$ cat src/rtl/capture_trigger_pkg.sv
`default_nettype none
// ============================================================================
// Module      : capture_trigger_pkg
// Description : Shared types and constants for the capture trigger block:
//               FSM state encoding, CSR word addresses, CTRL bit positions
//               and K28.5 start-of-frame match defaults.
// Revision    : 1.0 - initial release
// ============================================================================
package capture_trigger_pkg;

    // Snooped word: [35:32] K-char flags, [31:0] data
    localparam int WORD_W = 36;

    // Capture FSM states; encoding is software visible through CTRL[1:0]
    typedef enum logic [1:0] {
        ST_IDLE    = 2'd0,
        ST_ARMED   = 2'd1,
        ST_CAPTURE = 2'd2,
        ST_DONE    = 2'd3
    } state_t;

    // CSR word addresses
    localparam logic [3:0] C_ADDR_CTRL     = 4'd0;
    localparam logic [3:0] C_ADDR_MATCH_LO = 4'd1;
    localparam logic [3:0] C_ADDR_MATCH_HI = 4'd2;
    localparam logic [3:0] C_ADDR_MASK_LO  = 4'd3;
    localparam logic [3:0] C_ADDR_MASK_HI  = 4'd4;
    localparam logic [3:0] C_ADDR_LEN      = 4'd5;
    localparam logic [3:0] C_ADDR_EMITTED  = 4'd6;

    // CTRL write command bits (self-clearing strobes)
    localparam int C_CTRL_ARM_BIT   = 0;
    localparam int C_CTRL_ABORT_BIT = 1;

    // K28.5 start-of-frame: data byte 0xBC with the lane-0 K flag (bit 32)
    localparam logic [7:0]        C_K28_5      = 8'hBC;
    localparam int                C_SOF_K_BIT  = 32;
    localparam logic [WORD_W-1:0] C_SOF_MATCH  = 36'h1_0000_00BC;
    localparam logic [WORD_W-1:0] C_SOF_MASK   = 36'h1_0000_00FF;

endpackage
`default_nettype wire

$ cat src/rtl/capture_delay_line.sv
`default_nettype none
// ============================================================================
// Module      : capture_delay_line
// Description : PRE_WORDS-deep shift register of {tag, word}. Advances one
//               slot per shift strobe; the oldest entry is presented on the
//               out_* ports and leaves on the next shift. Tags can be cleared
//               synchronously without disturbing the data.
// Revision    : 1.0 - initial release
// ============================================================================
module capture_delay_line
    import capture_trigger_pkg::*;
#(
    parameter int PRE_WORDS = 8
) (
    input  logic              clk,
    input  logic              reset_n,
    input  logic              shift,
    input  logic              clear_tags,
    input  logic              in_tag,
    input  logic [WORD_W-1:0] in_word,
    output logic              out_tag,
    output logic [WORD_W-1:0] out_word
);

    logic [WORD_W-1:0]    r_word [PRE_WORDS];
    logic [PRE_WORDS-1:0] r_tag;

    // Tag chain: clear wins over shift so an arm/abort beat never leaves a live tag
    always_ff @(posedge clk) begin
        if (!reset_n) begin
            r_tag <= '0;
        end else if (clear_tags) begin
            r_tag <= '0;
        end else if (shift) begin
            for (int i = PRE_WORDS - 1; i > 0; i--) begin
                r_tag[i] <= r_tag[i-1];
            end
            r_tag[0] <= in_tag;
        end
    end

    // Data chain: shifts on every valid beat, contents meaningless without a tag
    always_ff @(posedge clk) begin
        if (shift) begin
            for (int i = PRE_WORDS - 1; i > 0; i--) begin
                r_word[i] <= r_word[i-1];
            end
            r_word[0] <= in_word;
        end
    end

    assign out_tag  = r_tag[PRE_WORDS-1];
    assign out_word = r_word[PRE_WORDS-1];

endmodule
`default_nettype wire

$ cat src/rtl/capture_trigger.sv
`default_nettype none
// ============================================================================
// Module      : capture_trigger
// Description : Masked-match trigger in front of stream_capture. Once armed,
//               tags every snooped beat into a pre-trigger delay line; on a
//               match it forwards up to PRE_WORDS history words, the trigger
//               word and the following words, LEN words in total.
// Revision    : 1.0 - initial release
// ============================================================================
module capture_trigger
    import capture_trigger_pkg::*;
#(
    parameter int PRE_WORDS   = 8,
    parameter int LEN_W       = 20,
    parameter int DEFAULT_LEN = 1024
) (
    input  logic              clk,
    input  logic              reset_n,
    input  logic [WORD_W-1:0] in_data,
    input  logic              in_valid,
    output logic [WORD_W-1:0] out_data,
    output logic              out_valid,
    input  logic [3:0]        csr_address,
    input  logic              csr_write,
    input  logic              csr_read,
    input  logic [31:0]       csr_writedata,
    output logic [31:0]       csr_readdata,
    output logic              triggered
);

    state_t             r_state, w_state_next;
    logic [31:0]        r_match_lo, r_mask_lo;
    logic [3:0]         r_match_hi, r_mask_hi;
    logic [WORD_W-1:0]  r_match_act, r_mask_act;
    logic [LEN_W-1:0]   r_len, r_cnt, w_cnt_next, r_emitted;
    logic               r_out_valid, r_triggered;
    logic [WORD_W-1:0]  r_out_data;
    logic [31:0]        r_readdata, w_readdata;
    logic               w_ctrl_wr, w_arm, w_abort, w_hit, w_live_exit;
    logic               w_emit, w_clear_tags, w_accept_arm, w_fire, w_in_tag;
    logic               w_dl_tag;
    logic [WORD_W-1:0]  w_dl_word;

    assign w_ctrl_wr   = csr_write && (csr_address == C_ADDR_CTRL);
    assign w_arm       = w_ctrl_wr && csr_writedata[C_CTRL_ARM_BIT];
    assign w_abort     = w_ctrl_wr && csr_writedata[C_CTRL_ABORT_BIT];
    // Match uses the MATCH/MASK snapshot taken at arm time
    assign w_hit       = in_valid && (((in_data ^ r_match_act) & r_mask_act) == '0);
    assign w_live_exit = in_valid && w_dl_tag;
    assign w_in_tag    = (r_state == ST_ARMED) || (r_state == ST_CAPTURE);

    capture_delay_line #(
        .PRE_WORDS (PRE_WORDS)
    ) u_delay (
        .clk        (clk),
        .reset_n    (reset_n),
        .shift      (in_valid),
        .clear_tags (w_clear_tags),
        .in_tag     (w_in_tag),
        .in_word    (in_data),
        .out_tag    (w_dl_tag),
        .out_word   (w_dl_word)
    );

    // Next-state and window-counter logic; the match beat itself already emits
    always_comb begin
        w_state_next = r_state;
        w_cnt_next   = r_cnt;
        w_emit       = 1'b0;
        w_clear_tags = 1'b0;
        w_accept_arm = 1'b0;
        w_fire       = 1'b0;
        if (w_abort) begin
            w_state_next = ST_IDLE;
            w_clear_tags = 1'b1;
        end else begin
            case (r_state)
                ST_IDLE, ST_DONE: begin
                    if (w_arm) begin
                        w_state_next = ST_ARMED;
                        w_clear_tags = 1'b1;
                        w_accept_arm = 1'b1;
                    end
                end
                ST_ARMED: begin
                    if (w_hit) begin
                        w_fire = 1'b1;
                        if (r_len == '0) begin
                            w_state_next = ST_DONE;
                        end else begin
                            w_emit       = w_live_exit;
                            w_cnt_next   = r_len - LEN_W'(w_live_exit);
                            w_state_next = (w_cnt_next == '0) ? ST_DONE : ST_CAPTURE;
                        end
                    end
                end
                ST_CAPTURE: begin
                    w_emit     = w_live_exit;
                    w_cnt_next = r_cnt - LEN_W'(w_live_exit);
                    if (w_cnt_next == '0) begin
                        w_state_next = ST_DONE;
                    end
                end
                default: w_state_next = ST_IDLE;
            endcase
        end
    end

    // State register
    always_ff @(posedge clk) begin
        if (!reset_n) begin
            r_state <= ST_IDLE;
        end else begin
            r_state <= w_state_next;
        end
    end

    // Software-visible configuration registers
    always_ff @(posedge clk) begin
        if (!reset_n) begin
            r_match_lo <= '0;
            r_match_hi <= '0;
            r_mask_lo  <= '0;
            r_mask_hi  <= '0;
            r_len      <= LEN_W'(DEFAULT_LEN);
        end else if (csr_write) begin
            case (csr_address)
                C_ADDR_MATCH_LO: r_match_lo <= csr_writedata;
                C_ADDR_MATCH_HI: r_match_hi <= csr_writedata[3:0];
                C_ADDR_MASK_LO:  r_mask_lo  <= csr_writedata;
                C_ADDR_MASK_HI:  r_mask_hi  <= csr_writedata[3:0];
                C_ADDR_LEN:      r_len      <= csr_writedata[LEN_W-1:0];
                default: ;
            endcase
        end
    end

    // Capture datapath: snapshot, window counter, output register, status
    always_ff @(posedge clk) begin
        if (!reset_n) begin
            r_match_act <= '0;
            r_mask_act  <= '0;
            r_cnt       <= '0;
            r_emitted   <= '0;
            r_triggered <= 1'b0;
            r_out_valid <= 1'b0;
            r_out_data  <= '0;
        end else begin
            r_cnt       <= w_cnt_next;
            r_out_valid <= w_emit;
            if (w_emit) begin
                r_out_data <= w_dl_word;
            end
            if (w_accept_arm) begin
                r_match_act <= {r_match_hi, r_match_lo};
                r_mask_act  <= {r_mask_hi, r_mask_lo};
            end
            if (w_accept_arm) begin
                r_emitted <= '0;
            end else if (w_emit && (r_emitted != '1)) begin
                r_emitted <= r_emitted + LEN_W'(1);
            end
            if (w_abort || w_accept_arm) begin
                r_triggered <= 1'b0;
            end else if (w_fire) begin
                r_triggered <= 1'b1;
            end
        end
    end

    // CSR read mux
    always_comb begin
        w_readdata = '0;
        case (csr_address)
            C_ADDR_CTRL:     w_readdata = {30'd0, r_state};
            C_ADDR_MATCH_LO: w_readdata = r_match_lo;
            C_ADDR_MATCH_HI: w_readdata = {28'd0, r_match_hi};
            C_ADDR_MASK_LO:  w_readdata = r_mask_lo;
            C_ADDR_MASK_HI:  w_readdata = {28'd0, r_mask_hi};
            C_ADDR_LEN:      w_readdata = 32'(r_len);
            C_ADDR_EMITTED:  w_readdata = 32'(r_emitted);
            default:         w_readdata = '0;
        endcase
    end

    // Registered read data, one-cycle latency, zero when not reading
    always_ff @(posedge clk) begin
        if (!reset_n) begin
            r_readdata <= '0;
        end else begin
            r_readdata <= csr_read ? w_readdata : 32'd0;
        end
    end

    assign out_data     = r_out_data;
    assign out_valid    = r_out_valid;
    assign csr_readdata = r_readdata;
    assign triggered    = r_triggered;

endmodule
`default_nettype wire

$ cat config.mk
export PLATFORM = sky130hd
export DESIGN_NAME = capture_trigger
export DESIGN_NICKNAME = d
export VERILOG_FILES = /design/src/rtl/capture_trigger_pkg.sv /design/src/rtl/capture_delay_line.sv /design/src/rtl/capture_trigger.sv
export SDC_FILE = /design/constraint.sdc
export NUM_CORES = 1
export LEC_CHECK = 0
export ABC_AREA = 1
export BUFFER_PORTS_ARGS = -buffer_cell sky130_fd_sc_hd__buf_2
export CELL_PAD_IN_SITES_DETAIL_PLACEMENT = 1
export CELL_PAD_IN_SITES_GLOBAL_PLACEMENT = 2
export CORE_UTILIZATION = 42
export CTS_CLUSTER_SIZE = 40
export DETAILED_ROUTE_END_ITERATION = 8
export MAX_ROUTING_LAYER = met4
export PLACE_DENSITY_LB_ADDON = 0.12
export SYNTH_ARGS = -nofsm -noshare
export SYNTH_HDL_FRONTEND = slang
export SYNTH_SLANG_ARGS = --single-unit
$ cat constraint.sdc
create_clock -name clk -period 3.4 [get_ports clk]
set_input_delay 0.34 -clock clk [delete_from_list [all_inputs] [get_ports clk]]
set_output_delay 0.34 -clock clk [all_outputs]
set_load 0.01 [all_outputs]
== Word level (Yosys, flattened, before mapping) ==
Memory sizes are Yosys's and may differ from the RTL's. A register that Yosys moved wholly into a read port is not among the register bits.
Index checks and enable logic that the tools add are counted.

* Bits in registers: 248
* Bits in writable memories: 288
* Output and inout port bits: 70
* Word-level logic and storage cells: 88
* Memories: 1

{| class="wikitable"
|+ Memory list
! name !! words !! width !! rd ports !! clocked after Yosys merged registers in !! wr ports !! RTL line !! RTL
|-
| u_delay.r_word || 8 || 36 || 8 || 1 || 8 || capture_delay_line.sv:25 || <nowiki>logic [WORD_W-1:0] r_word [PRE_WORDS];</nowiki>
|}

* Add/subtract/negate cells: 3
* Equal/unequal tests: 14
* Muxes and demuxes: 23
* Bitwise gates (word level): 4
* Reduce and logical (&&, ||, !) cells: 29

{| class="wikitable"
|+ Operator list
! cell !! number
|-
| $pmux W32 S7 || 1
|-
| $logic_not A20 Y1 || 3
|-
| $mux W20 || 2
|-
| $pmux W20 S2 || 1
|-
| $sub A20 B1 Y20 || 2
|-
| $and A36 B36 Y36 || 1
|-
| $logic_not A36 Y1 || 1
|-
| $xor A36 B36 Y36 || 1
|-
| $add A20 B1 Y20 const B || 1
|-
| $ne A20 B20 Y1 const B || 1
|-
| $mux W1 || 14
|-
| $eq A4 B3 Y1 const B || 3
|-
| $reduce_and A2 Y1 || 6
|-
| $reduce_or A2 Y1 || 5
|-
| $eq A4 B2 Y1 const B || 2
|-
| $logic_and A1 B1 Y1 || 6
|-
| $mux W2 || 3
|-
| $ne A2 B2 Y1 const B || 3
|-
| $pmux W2 S3 || 1
|-
| $eq A2 B2 Y1 const B || 2
|-
| $eq A4 B1 Y1 const B || 1
|-
| $logic_not A4 Y1 || 1
|-
| $reduce_and A4 Y1 || 1
|-
| $reduce_and A3 Y1 || 1
|-
| 8 further kinds || 10
|}

== Longest topological paths before layout ==
Gate-level depths: netlist (run 1).

* Depth after elaboration: 8
* Depth in mapped cells: 20
* Depth with buffers taken out: 18

== By module ==
A second synthesis (run 1) with hierarchy kept.

* Cells, all modules: 2193
* Area total of the unflattened synthesis: 21864.7 um^2

{| class="wikitable"
|+ By module, submodules not included
! module !! times used !! cells each !! area an instance (um^2) !! seq. area each (um^2)
|-
| capture_trigger || 1 || 1833 || 12663.4 || 5525.3
|-
| capture_delay_line || 1 || 360 || 9201.3 || 8808.4
|}

== Least setup slack after synthesis (run 1) ==
Ideal clock, no wire load.

* Path kind: in2reg
* From: input port in_valid
* To: register r_state[0]
* Setup time: 0.113 ns
* Data arrival time: 2.069 ns
* Slack: 1.218 ns
* Stages on the path: 19
* Path buffers: 2
* Cell sequence: buf_2 nand2_1 inv_1 ha_1 ha_1 buf_2 nand2_1 nor2_1 nand2_1 nand2_1 nand2_1 inv_1 nand3_1 nor2_1 nand3_1 nand2_1 nand3_1 nor2_1 nor2_1

* Word-level cells in the longest chain between the ends: 7
* Elaborated cells on any way between the ends: 13
* Classes of those cells: 2 x add/sub; 2 x eq/ne; 4 x mux; 5 x reduce/logical

{| class="wikitable"
|+ Ends and longest elaborated chain
! what !! RTL line !! RTL
|-
| from (decl) || capture_trigger.sv:20 || <nowiki>input logic in_valid,</nowiki>
|-
| $logic_and A1 B1 Y1 || capture_trigger.sv:49 || <nowiki>assign w_live_exit = in_valid && w_dl_tag;</nowiki>
|-
| $sub A20 B1 Y20 || capture_trigger.sv:92 || <nowiki>w_cnt_next = r_len - LEN_W'(w_live_exit);</nowiki>
|-
| $logic_not A20 Y1 || capture_trigger.sv:93 || <nowiki>w_state_next = (w_cnt_next == '0) ? ST_DONE : ST_CAPTURE;</nowiki>
|-
| $mux W1 || capture_trigger.sv:93 ||
|-
| $mux W1 || capture_trigger.sv:88 || <nowiki>if (r_len == '0) begin</nowiki>
|-
| $mux W2 || capture_trigger.sv:86 || <nowiki>if (w_hit) begin</nowiki>
|-
| $pmux W2 S3 || capture_trigger.sv:77 || <nowiki>case (r_state)</nowiki>
|-
| to (signal assigned) || capture_trigger.sv:114 || <nowiki>r_state <= w_state_next;</nowiki>
|-
| to (decl) || capture_trigger.sv:31 || <nowiki>state_t r_state, w_state_next;</nowiki>
|}

Several ways; a longest one is shown, not always the timed one. The select of a mux whose other input is x is not followed.
A chain may end at the register's enable or synchronous reset.

== Worst setup path in the final report (run 1) ==
* From: input port in_data[19]
* To: register r_out_data[16], in the netlist out_data[16] (read register of u_delay.r_word)

* Word-level cells in the longest chain between the ends: 7

{| class="wikitable"
|+ Ends and longest elaborated chain
! what !! RTL line !! RTL
|-
| from (decl) || capture_trigger.sv:19 || <nowiki>input logic [WORD_W-1:0] in_data,</nowiki>
|-
| $xor A36 B36 Y36 || capture_trigger.sv:48 || <nowiki>assign w_hit = in_valid && (((in_data ^ r_match_act) & r_mask_act) == '0);</nowiki>
|-
| $and A36 B36 Y36 || capture_trigger.sv:48 ||
|-
| $logic_not A36 Y1 || capture_trigger.sv:48 ||
|-
| $logic_and A1 B1 Y1 || capture_trigger.sv:48 ||
|-
| $mux W1 || capture_trigger.sv:86 ||
|-
| $pmux W1 S2 || capture_trigger.sv:77 ||
|-
| $mux W1 || capture_trigger.sv:73 || <nowiki>if (w_abort) begin</nowiki>
|-
| to (decl) || capture_trigger.sv:37 || <nowiki>logic [WORD_W-1:0] r_out_data;</nowiki>
|}

No other way between the ends.

==> impl_metrics.py, run 1 <==
metrics = {
    "outcome": {
        "status": "finished clean",
    },
    "placement": {
        "dp_hpwl_um": 43400,
        "placed_area_um2": 23000,
        "gp_congestion": 0.895,
        "numPortBuffers": 146,
    },
    "clocking": {
        "htreeDepth": 2,
        "clock_path_buffers": 3,
        "cts_buffers": 58,
        "cts_tree": "yes",
        "insertion_delay_ns": 0.63,
        "clock_sinks": 572,
        "cts_resized": 0,
        "cts-root-buf": "clkbuf_16",
        "clk_pin_slew_ns": 0.06,
    },
    "floorplanning": {
        "rows": 82,
        "die_height_um": 229,
        "core-area_um2": 50400,
        "dieArea_um2": 52300,
        "start_util_pct": 42.8,
        "die_w_um": 229,
        "io_pins": 147,
    },
    "critical_path": {
        "cp.arrival_ns": 3.45,
        "end_kind": "register",
        "worstPathRequired_ns": 3.94,
        "start_kind": "primary input",
        "r2r_cells": 14,
        "rr_startpoint": "r_match_act[15]",
        "crit_family": "simple AND/OR/NAND/NOR gates",
        "critPathMostFrequentCell": "nor2_1",
        "cp_num_buf_inv": 3,
        "r2r_slack_ns": 0.57,
        "r2r_end": "out_data[16]",
        "crit_path_start": "in_data[19]",
        "crit_path_cell_trace": "dlygate4sd3_1 -> buf_2 -> nand2_1 -> nand2_1 -> nor2_1 -> nor2_1 -> nand2_1 -> nor2_1 -> nand3_1 -> nor2_1 -> nand3_1 -> nand2_2 -> nand2_2 -> inv_2 -> nor2_1 -> nor2_1",
        "slowest_delay_ns": 0.52,
        "cp_max_fo": 36,
        "crit_slowest_cell": "dlygate4sd3_1",
        "criticalPathCategory": "in -> reg",
    },
    "global_routing": {
        "first_global_vias": 16100,
        "grt_pass1_wl_um": 96000,
        "overflow": 0,
        "antenna_found_initial": 0,
        "grt_use_total_pct": 24.8,
        "grt_max_degree": 166,
    },
    "sta": {
        "fmax_mhz": 344,
        "hold_violations": 0,
        "finalCritPeriodShare_pct": 85.4,
        "skew_ns": 0.0172,
        "fin_setup_tns_ns": 0,
        "fin_hold_ws_ns": 0.0289,
        "relSlewSlack_pct": 36.4,
        "maxSlewViolCount": 0,
        "final.min_clock_period_ns": 2.90,
        "worst_pin_slew_ns": 0.955,
        "setup_viol": 0,
        "rsz0062_at_grt": "no",
    },
    "synth": {
        "synth_cell_types": 39,
        "syn-instance-count": 2148,
        "ys_seq_elements": 572,
        "syn-num-nets": 2232,
        "synth_seq_area_share_pct": 66.5,
        "yosysWarningCount": 0,
        "syn_area_um2": 21600,
        "avgSynthCellArea_um2": 10.0,
    },
    "routing": {
        "antenna_violating_nets_post_route": 0,
        "first_iter_violations": 887,
        "drc_errors": 0,
        "drt_wl_total_um": 62200,
        "drt-wirelength-per-cell_um": 20.4,
        "drtPass1Iterations": 5,
        "vias": 15600,
        "via_per_inst": 5.13,
    },
    "final_layout": {
        "mostFrequentLayoutCell": "nand2_1",
        "mostFrequentLayoutCells": "nand2_1 (355), edfxtp_1 (288), dfxtp_1 (284)",
        "final_area_um2": 25400,
        "antennaDiodeCount": 0,
        "finalNetCount": 2417,
        "nFillCells": 5625,
        "drive_gt1_share_pct": 11.7,
        "area_growth_pct": 17.8,
        "postLayoutCoreUtil_pct": 50.4,
    },
    "pwr": {
        "totalPowerFinal_mw": 15.6,
        "p_leak_nw": 9.46,
        "p_per_area_nw_per_um2": 612,
        "peakVddDrop_mv": 0.410,
    },
    "worst_hold_path": {
        "min_path_type": "in -> reg",
        "min_from": "in_data[34]",
        "hold-path-cell-count": 1,
        "min_to": "u_delay.r_word[0][34]",
    },
    "flow_run": {
        "max_cap_violations": 0,
    },
}
-- kinds of logic (layout without fill, tap and decap cells) --
logic type	after synthesis	count (layout)	share of synthesized area [%]
multiplexers	1	1	0.0464
flip-flops	572	572	66.5
XOR/XNOR	36	36	1.46
AO/OA/AOI/OAI	439	439	10.7
adder cells (fa/ha/maj)	7	7	0.406
AND/OR/NAND/NOR	797	797	15.4
buffers and inverters	296	529	5.45
-- metal layers --
metal  part of all wire (%)  vias up  track usage [%]
met1                     44     7699             30.5
met5                      0        -                -
li1                       -     7629                -
met3                    3.5       84             3.77
met2                     50      235             42.4
met4                    2.4        0             6.65
-- sequential cells by signal (all words and copies together), names as in the netlist --
name	flops
u_delay.r_word	288
out_data	36
r_mask_act	36
r_match_act	36
csr_readdata	32
r_mask_lo	32
r_match_lo	32
r_cnt	20
r_emitted	20
r_len	20
u_delay.r_tag	8
r_mask_hi	4
r_match_hi	4
r_state	2
out_valid	1
triggered	1
-- worst max path at each step --
stage / to / depth (start not counted)
after floorplan: r_state[0] / 19
after global placement: out_data[14] / 15
after detailed placement: out_data[25] / 15
after CTS: out_data[16] / 16
after global routing: out_data[16] / 15
final: out_data[16] / 16
-- through the flow --
stage | setup slack, ns | std cells
global route | 0.180 | 3053
finish | 0.496 | 3053
global placement | 0.491 | 2897
detailed placement | 0.301 | 2897
floorplan | 1.22 | 2148
CTS | 0.395 | 3053
-- timing repair --
action,CTS,global route
buffers inserted,0,0
hold buffers,48,0
endpoints found under the hold margin,62,0
-- synthesized netlist by cell type, drive strengths merged --
master	instances	share of area, %
inv	198	3.4
clkinv	1	0.017
o21bai	1	0.035
o211ai	2	0.070
o21ai	171	4.0
nor4	3	0.087
a21oi	218	5.1
ha	7	0.41
buf	29	0.81
nand2	358	6.3
nor2	268	4.7
a2111oi	2	0.081
clkbuf	68	1.2
edfxtp	288	40
nor3	13	0.35
dfxtp	284	26
o22ai	24	0.70
nand3b	6	0.21
a221oi	16	0.65
xor2	33	1.3
nor3b	3	0.15
nand3	111	2.6
xnor2	3	0.12
mux2i	1	0.046
or2	1	0.029
a211oi	5	0.17
nand4	34	1.0
-- report_power, final --
group | leakage (nW) | total [mW] | internal (mW) | switching, mW
clock | 0.950 | 6.45 | 3.75 | 2.69
sequential | 5.11 | 7.75 | 7.59 | 0.159
combinational | 3.40 | 1.35 | 0.390 | 0.964
-- layout make-up --
type                    count  area, um2  share of cell area [%]
multi-input cells        1280       6070                    23.9
clock buffers              87       1690                    6.66
repair buffers            222       1470                    5.79
flip-flops and latches    572      14300                    56.4
inverters                 199        747                    2.94
clock inverters            21        256                    1.01
well taps                 672        841                    3.31
Note: power is estimated with default switching activity, not from simulation.
==> run 2: changes to the inputs <==
- PLACE_DENSITY_LB_ADDON: 0.12 -> 0.1
==> run 2 against run 1 <==
Compared with the run above:
- routed wire length is 2.8% lower
- hold slack better by 0.010 ns
- register-to-register slack about the same
- critical path type is now reg -> reg
- highest routed layer unchanged
==> impl_metrics.py, run 2 (synthesis results as in run 1) <==
metrics = {
    "outcome": {
        "status": "finished clean",
    },
    "final_layout": {
        "mostFrequentLayoutCell": "nand2_1",
        "drive_gt1_share_pct": 12.3,
        "largest_reg_flops": 288,
        "mostFrequentLayoutCells": "nand2_1 (354), edfxtp_1 (288), dfxtp_1 (284)",
        "area_growth_pct": 18.3,
        "finalNetCount": 2419,
        "regMostFlops": "u_delay.r_word",
    },
    "pwr": {
        "p_seq_share_pct": 49.2,
        "combPwrFrac_pct": 8.4,
        "clockPowerShare_pct": 42.4,
        "switchingPower_mw": 3.88,
        "p_leak_nw": 9.51,
        "swShare_pct": 24.6,
        "p_per_area_nw_per_um2": 617,
        "internal-power_mw": 11.9,
        "peakVddDrop_mv": 0.393,
    },
    "routing": {
        "first_iter_violations": 860,
        "drt_wl_total_um": 60500,
        "via_per_inst": 5.18,
        "drtPass1Iterations": 5,
        "antenna_violating_nets_post_route": 0,
        "drc_errors": 0,
        "drt-wirelength-per-cell_um": 19.8,
        "vias": 15800,
    },
    "worst_hold_path": {
        "min_path_type": "in -> reg",
        "min_from": "csr_writedata[10]",
        "min_to": "r_len[10]",
        "hold-path-cell-count": 3,
    },
    "sta": {
        "rsz0062_at_grt": "no",
        "setup_viol": 0,
        "maxSlewViolCount": 0,
        "skew_ns": 0.0245,
        "finalCritPeriodShare_pct": 83.1,
        "hold_violations": 0,
        "setup_ws_ns": 0.575,
        "fin_setup_tns_ns": 0,
        "worst_pin_slew_ns": 1.15,
        "fmax_mhz": 354,
        "relSlewSlack_pct": 21.3,
        "final.min_clock_period_ns": 2.82,
    },
    "global_routing": {
        "antenna_found_initial": 1,
        "first_global_vias": 16300,
        "grt_use_total_pct": 24.0,
        "grt_max_degree": 139,
        "overflow": 0,
        "grt_pass1_wl_um": 94200,
    },
    "floorplanning": {
        "die_height_um": 229,
        "die_w_um": 229,
        "core-area_um2": 50400,
        "start_util_pct": 42.8,
        "dieArea_um2": 52300,
        "io_pins": 147,
        "rows": 82,
    },
    "critical_path": {
        "r2r_cells": 15,
        "start_kind": "register",
        "end_kind": "register",
        "cp.arrival_ns": 3.39,
        "r2r_slack_ns": 0.58,
        "cp_max_fo": 36,
        "criticalPathCategory": "reg -> reg",
        "rr_startpoint": "r_match_act[14]",
        "worstPathRequired_ns": 3.96,
        "r2r_end": "out_data[26]",
    },
    "clocking": {
        "clock_path_buffers": 3,
        "clock_sinks": 572,
        "cts_tree": "yes",
        "cts-root-buf": "clkbuf_16",
        "cts_buffers": 59,
        "post_cts_buffers": 0,
        "clk_pin_slew_ns": 0.06,
        "htreeDepth": 2,
        "holdBufCountCts": 48,
        "insertion_delay_ns": 0.64,
        "cts_resized": 0,
    },
    "placement": {
        "gp_congestion": 0.901,
        "dp_hpwl_um": 42600,
        "dp_slack_ns": 0.440,
        "numPortBuffers": 146,
    },
    "flow_run": {
        "max_cap_violations": 0,
    },
}
## run 2: power groups by stage
| stage | sequential, mW | clock (mW) | combinational, mW |
|---|---|---|---|
| floorplan | 7.83 | 0 | 0.797 |
| global placement | 7.87 | 0 | 1.27 |
| detailed placement | 7.90 | 0 | 1.28 |
| CTS | 7.75 | 6.83 | 1.34 |
| global route | 7.78 | 7.08 | 1.50 |
| finish | 7.75 | 6.67 | 1.33 |
## run 2: worst max-delay path by stage
stage	startpoint	cells past startpoint	end
2_1_floorplan	in_valid	19	r_state[0]
3_3_place_gp	in_data[24]	17	r_emitted[1]
3_5_place_dp	in_data[24]	17	out_data[26]
4_1_cts	r_match_act[14]	15	out_data[26]
5_1_grt	r_match_act[14]	15	out_data[10]
6_report	r_match_act[14]	15	out_data[26]
## run 2: per-layer routing
layer | global-route usage [%] | up-vias | share of wire (%)
met4 | 6.48 | 0 | 2.4
met3 | 3.16 | 80 | 3.5
met1 | 30.4 | 7869 | 44
li1 | - | 7628 | -
met5 | - | - | 0
met2 | 40.5 | 254 | 50
## run 2: critical path: stages, from the launching register on
cell	delay, ns
dfxtp_1	0.39
nand2_1	0.07
nand2_1	0.07
nor2_1	0.05
nor2_1	0.08
nand2_1	0.06
nor2_1	0.38
nand3_1	0.20
nor2_1	0.13
buf_4	0.12
nand3_1	0.07
nand2_2	0.09
nand2_2	0.16
inv_2	0.57
nor2_1	0.13
nor2_1	0.15
## run 2: layout make-up
cell class                 count  area [um2]
clock buffer                  74        1590
antenna                        1        2.50
clock inverter                37         440
fill                        5609       24900
sequential                   572       14300
multi-input combinational   1280        6070
inverter                     199         747
tap                          672         841
timing repair buffer         223        1490
## run 2: stage by stage
step | instances | util, % | hold slack (ns) | power, mW | cell area, um2
4_1_cts | 3057 | 50.7 | 0.0158 | 15.9 | 25500
2_1_floorplan | 2148 | - | 0.400 | 8.62 | 21600
5_1_grt | 3058 | 50.7 | 0.0369 | 16.4 | 25500
3_3_place_gp | 2898 | 45.7 | 0.400 | 9.14 | 23000
6_report | 3058 | 50.7 | 0.0391 | 15.7 | 25500
3_5_place_dp | 2898 | 45.7 | 0.405 | 9.18 | 23000
==> run 3: changes to the inputs <==
- CORE_UTILIZATION: 42 -> 39
- clock period: 3.4 -> 2.8 ns (I/O delays scaled with it)
==> run 3 against run 2 <==
Compared with the run above:
- flip-flop and latch count did not move
- register-to-register slack got worse by 0.20 ns
- power rose by 24%
- non-clock buffer count rose by 40
- count of clock-buffer cells in the layout rose by 7
- routed wire length rose by 1.3%
- cell area rose by 2.0%
- hold slack got worse by 0.0031 ns
- first-iteration DRC count fell by 7.9%
- clock skew fell by 0.011 ns
- critical endpoint is now r_emitted[1]
- highest routed layer unchanged
==> impl_metrics.py, run 3 (synthesis results as in run 1) <==
metrics = {
    "routing": {
        "via_per_inst": 5.06,
        "drc_errors": 0,
        "drt-wirelength-per-cell_um": 19.6,
        "antenna_violating_nets_post_route": 0,
        "vias": 15800,
        "first_iter_violations": 792,
        "drt_wl_total_um": 61300,
        "drtPass1Iterations": 4,
    },
    "critical_path": {
        "r2r_cells": 16,
        "criticalPathCategory": "in -> reg",
        "end_kind": "register",
        "worstPathRequired_ns": 3.33,
        "cp.arrival_ns": 2.98,
        "cp_max_fo": 22,
        "start_kind": "primary input",
    },
    "final_layout": {
        "largest_reg_flops": 288,
        "drive_gt1_share_pct": 12.9,
        "final_area_um2": 26000,
        "mostFrequentLayoutCell": "nand2_1",
        "final_cells": 3124,
        "regArea_um2": 14300,
        "area_growth_pct": 20.7,
        "regMostFlops": "u_delay.r_word",
        "nFillCells": 6034,
        "finalNetCount": 2460,
        "postLayoutCoreUtil_pct": 48.0,
        "multi_input_area_um2": 6080,
        "mostFrequentLayoutCells": "nand2_1 (355), edfxtp_1 (288), dfxtp_1 (284)",
    },
    "placement": {
        "gp_congestion": 0.888,
        "dp_slack_ns": 0.0649,
        "numPortBuffers": 146,
        "placed_area_um2": 23200,
        "dp.cells": 2944,
        "dp_hpwl_um": 43300,
    },
    "sta": {
        "maxSlewViolCount": 0,
        "rsz0062_at_grt": "no",
        "skew_ns": 0.0133,
        "setup_viol": 0,
        "finalCritPeriodShare_pct": 87.7,
        "worst_pin_slew_ns": 0.859,
        "hold_violations": 0,
        "fin_setup_tns_ns": 0,
        "setup_ws_ns": 0.344,
        "fmax_mhz": 407,
        "final.min_clock_period_ns": 2.46,
        "relSlewSlack_pct": 42.8,
    },
    "floorplanning": {
        "core-area_um2": 54200,
        "rows": 85,
        "io_pins": 147,
        "die_w_um": 237,
        "dieArea_um2": 56200,
        "start_util_pct": 39.8,
        "die_height_um": 237,
    },
    "flow_run": {
        "max_cap_violations": 0,
    },
    "outcome": {
        "status": "finished clean",
    },
    "clocking": {
        "cts_tree": "yes",
        "htreeDepth": 2,
        "clk_pin_slew_ns": 0.06,
        "cts_buffers": 60,
        "post_cts_buffers": 0,
        "clock_path_buffers": 3,
        "cts-root-buf": "clkbuf_16",
        "insertion_delay_ns": 0.63,
        "clock_sinks": 572,
    },
    "pwr": {
        "peakVddDrop_mv": 0.442,
        "p_leak_nw": 9.74,
        "p_per_area_nw_per_um2": 748,
    },
    "global_routing": {
        "grt_use_total_pct": 22.8,
        "grt_pass1_wl_um": 94700,
        "grt_max_degree": 158,
        "first_global_vias": 16200,
        "antenna_found_initial": 4,
        "overflow": 0,
    },
    "worst_hold_path": {
        "min_path_type": "in -> reg",
        "hold-path-cell-count": 3,
    },
}
[run 3: per-layer routing]
layer / vias to the layer above / global-route usage [%] / routed length [um]
li1: 7721 / - / -
met1: 7722 / 28.7 / 27500
met2: 267 / 37.5 / 29800
met3: 96 / 2.86 / 1890
met4: 0 / 8.88 / 2120
met5: - / - / 0
[run 3: metrics by stage]
step                hold slack (ns)  total power [mW]
finish                       0.0360              19.5
floorplan                     0.379              10.5
global placement              0.400              11.1
global route                 0.0508              20.2
detailed placement            0.405              11.2
CTS                          0.0159              19.7
[run 3: cell type report]
type / count / share of cell area [%]
Timing Repair Buffer: 263 / 7.20
Sequential cell: 572 / 55.0
Clock buffer: 81 / 6.46
Inverter: 199 / 2.87
Antenna cell: 1 / 0.00961
Tap cell: 696 / 3.34
Clock inverter: 32 / 1.74
Multi-Input combinational cell: 1280 / 23.3
[run 3: path summary, 6_finish.rpt]
kind	slack, ns	startpoint	endpoint
max	0.34	in_data[2]	r_emitted[1]
min	0.04	csr_writedata[3]	r_mask_hi[3]
max reg2reg	0.38	r_match_act[2]	r_emitted[1]
min reg2reg	0.41	u_delay.r_word[3][5]	u_delay.r_word[4][5]
[run 3: critical path, stage by stage]
cell	delay, ns
dlygate4sd3_1	0.56
buf_2	0.16
inv_1	0.05
nand2_1	0.04
nand3_1	0.07
nand2_1	0.06
inv_1	0.16
nand2_1	0.12
nor2_1	0.13
nand3_1	0.18
nor2_1	0.17
nand3_1	0.10
nand2_2	0.11
buf_4	0.29
nand3_2	0.11
buf_4	0.20
nor2_1	0.11
nor2_1	0.06
[run 3: where the power goes]
| group | internal, mW | leakage, nW | switching, mW |
|---|---|---|---|
| sequential | 9.22 | 5.11 | 0.193 |
| combinational | 0.515 | 3.60 | 1.13 |
| clock | 5.06 | 1.02 | 3.36 |
| total | 14.8 | 9.74 | 4.69 |
[run 3: timing repair]
| action | CTS | global route |
|---|---|---|
| resized for setup | 0 | 1 |
| hold buffers | 66 | 0 |
| endpoints found under the setup margin | 0 | 7 |
| endpoints found under the hold margin | 106 | 0 |
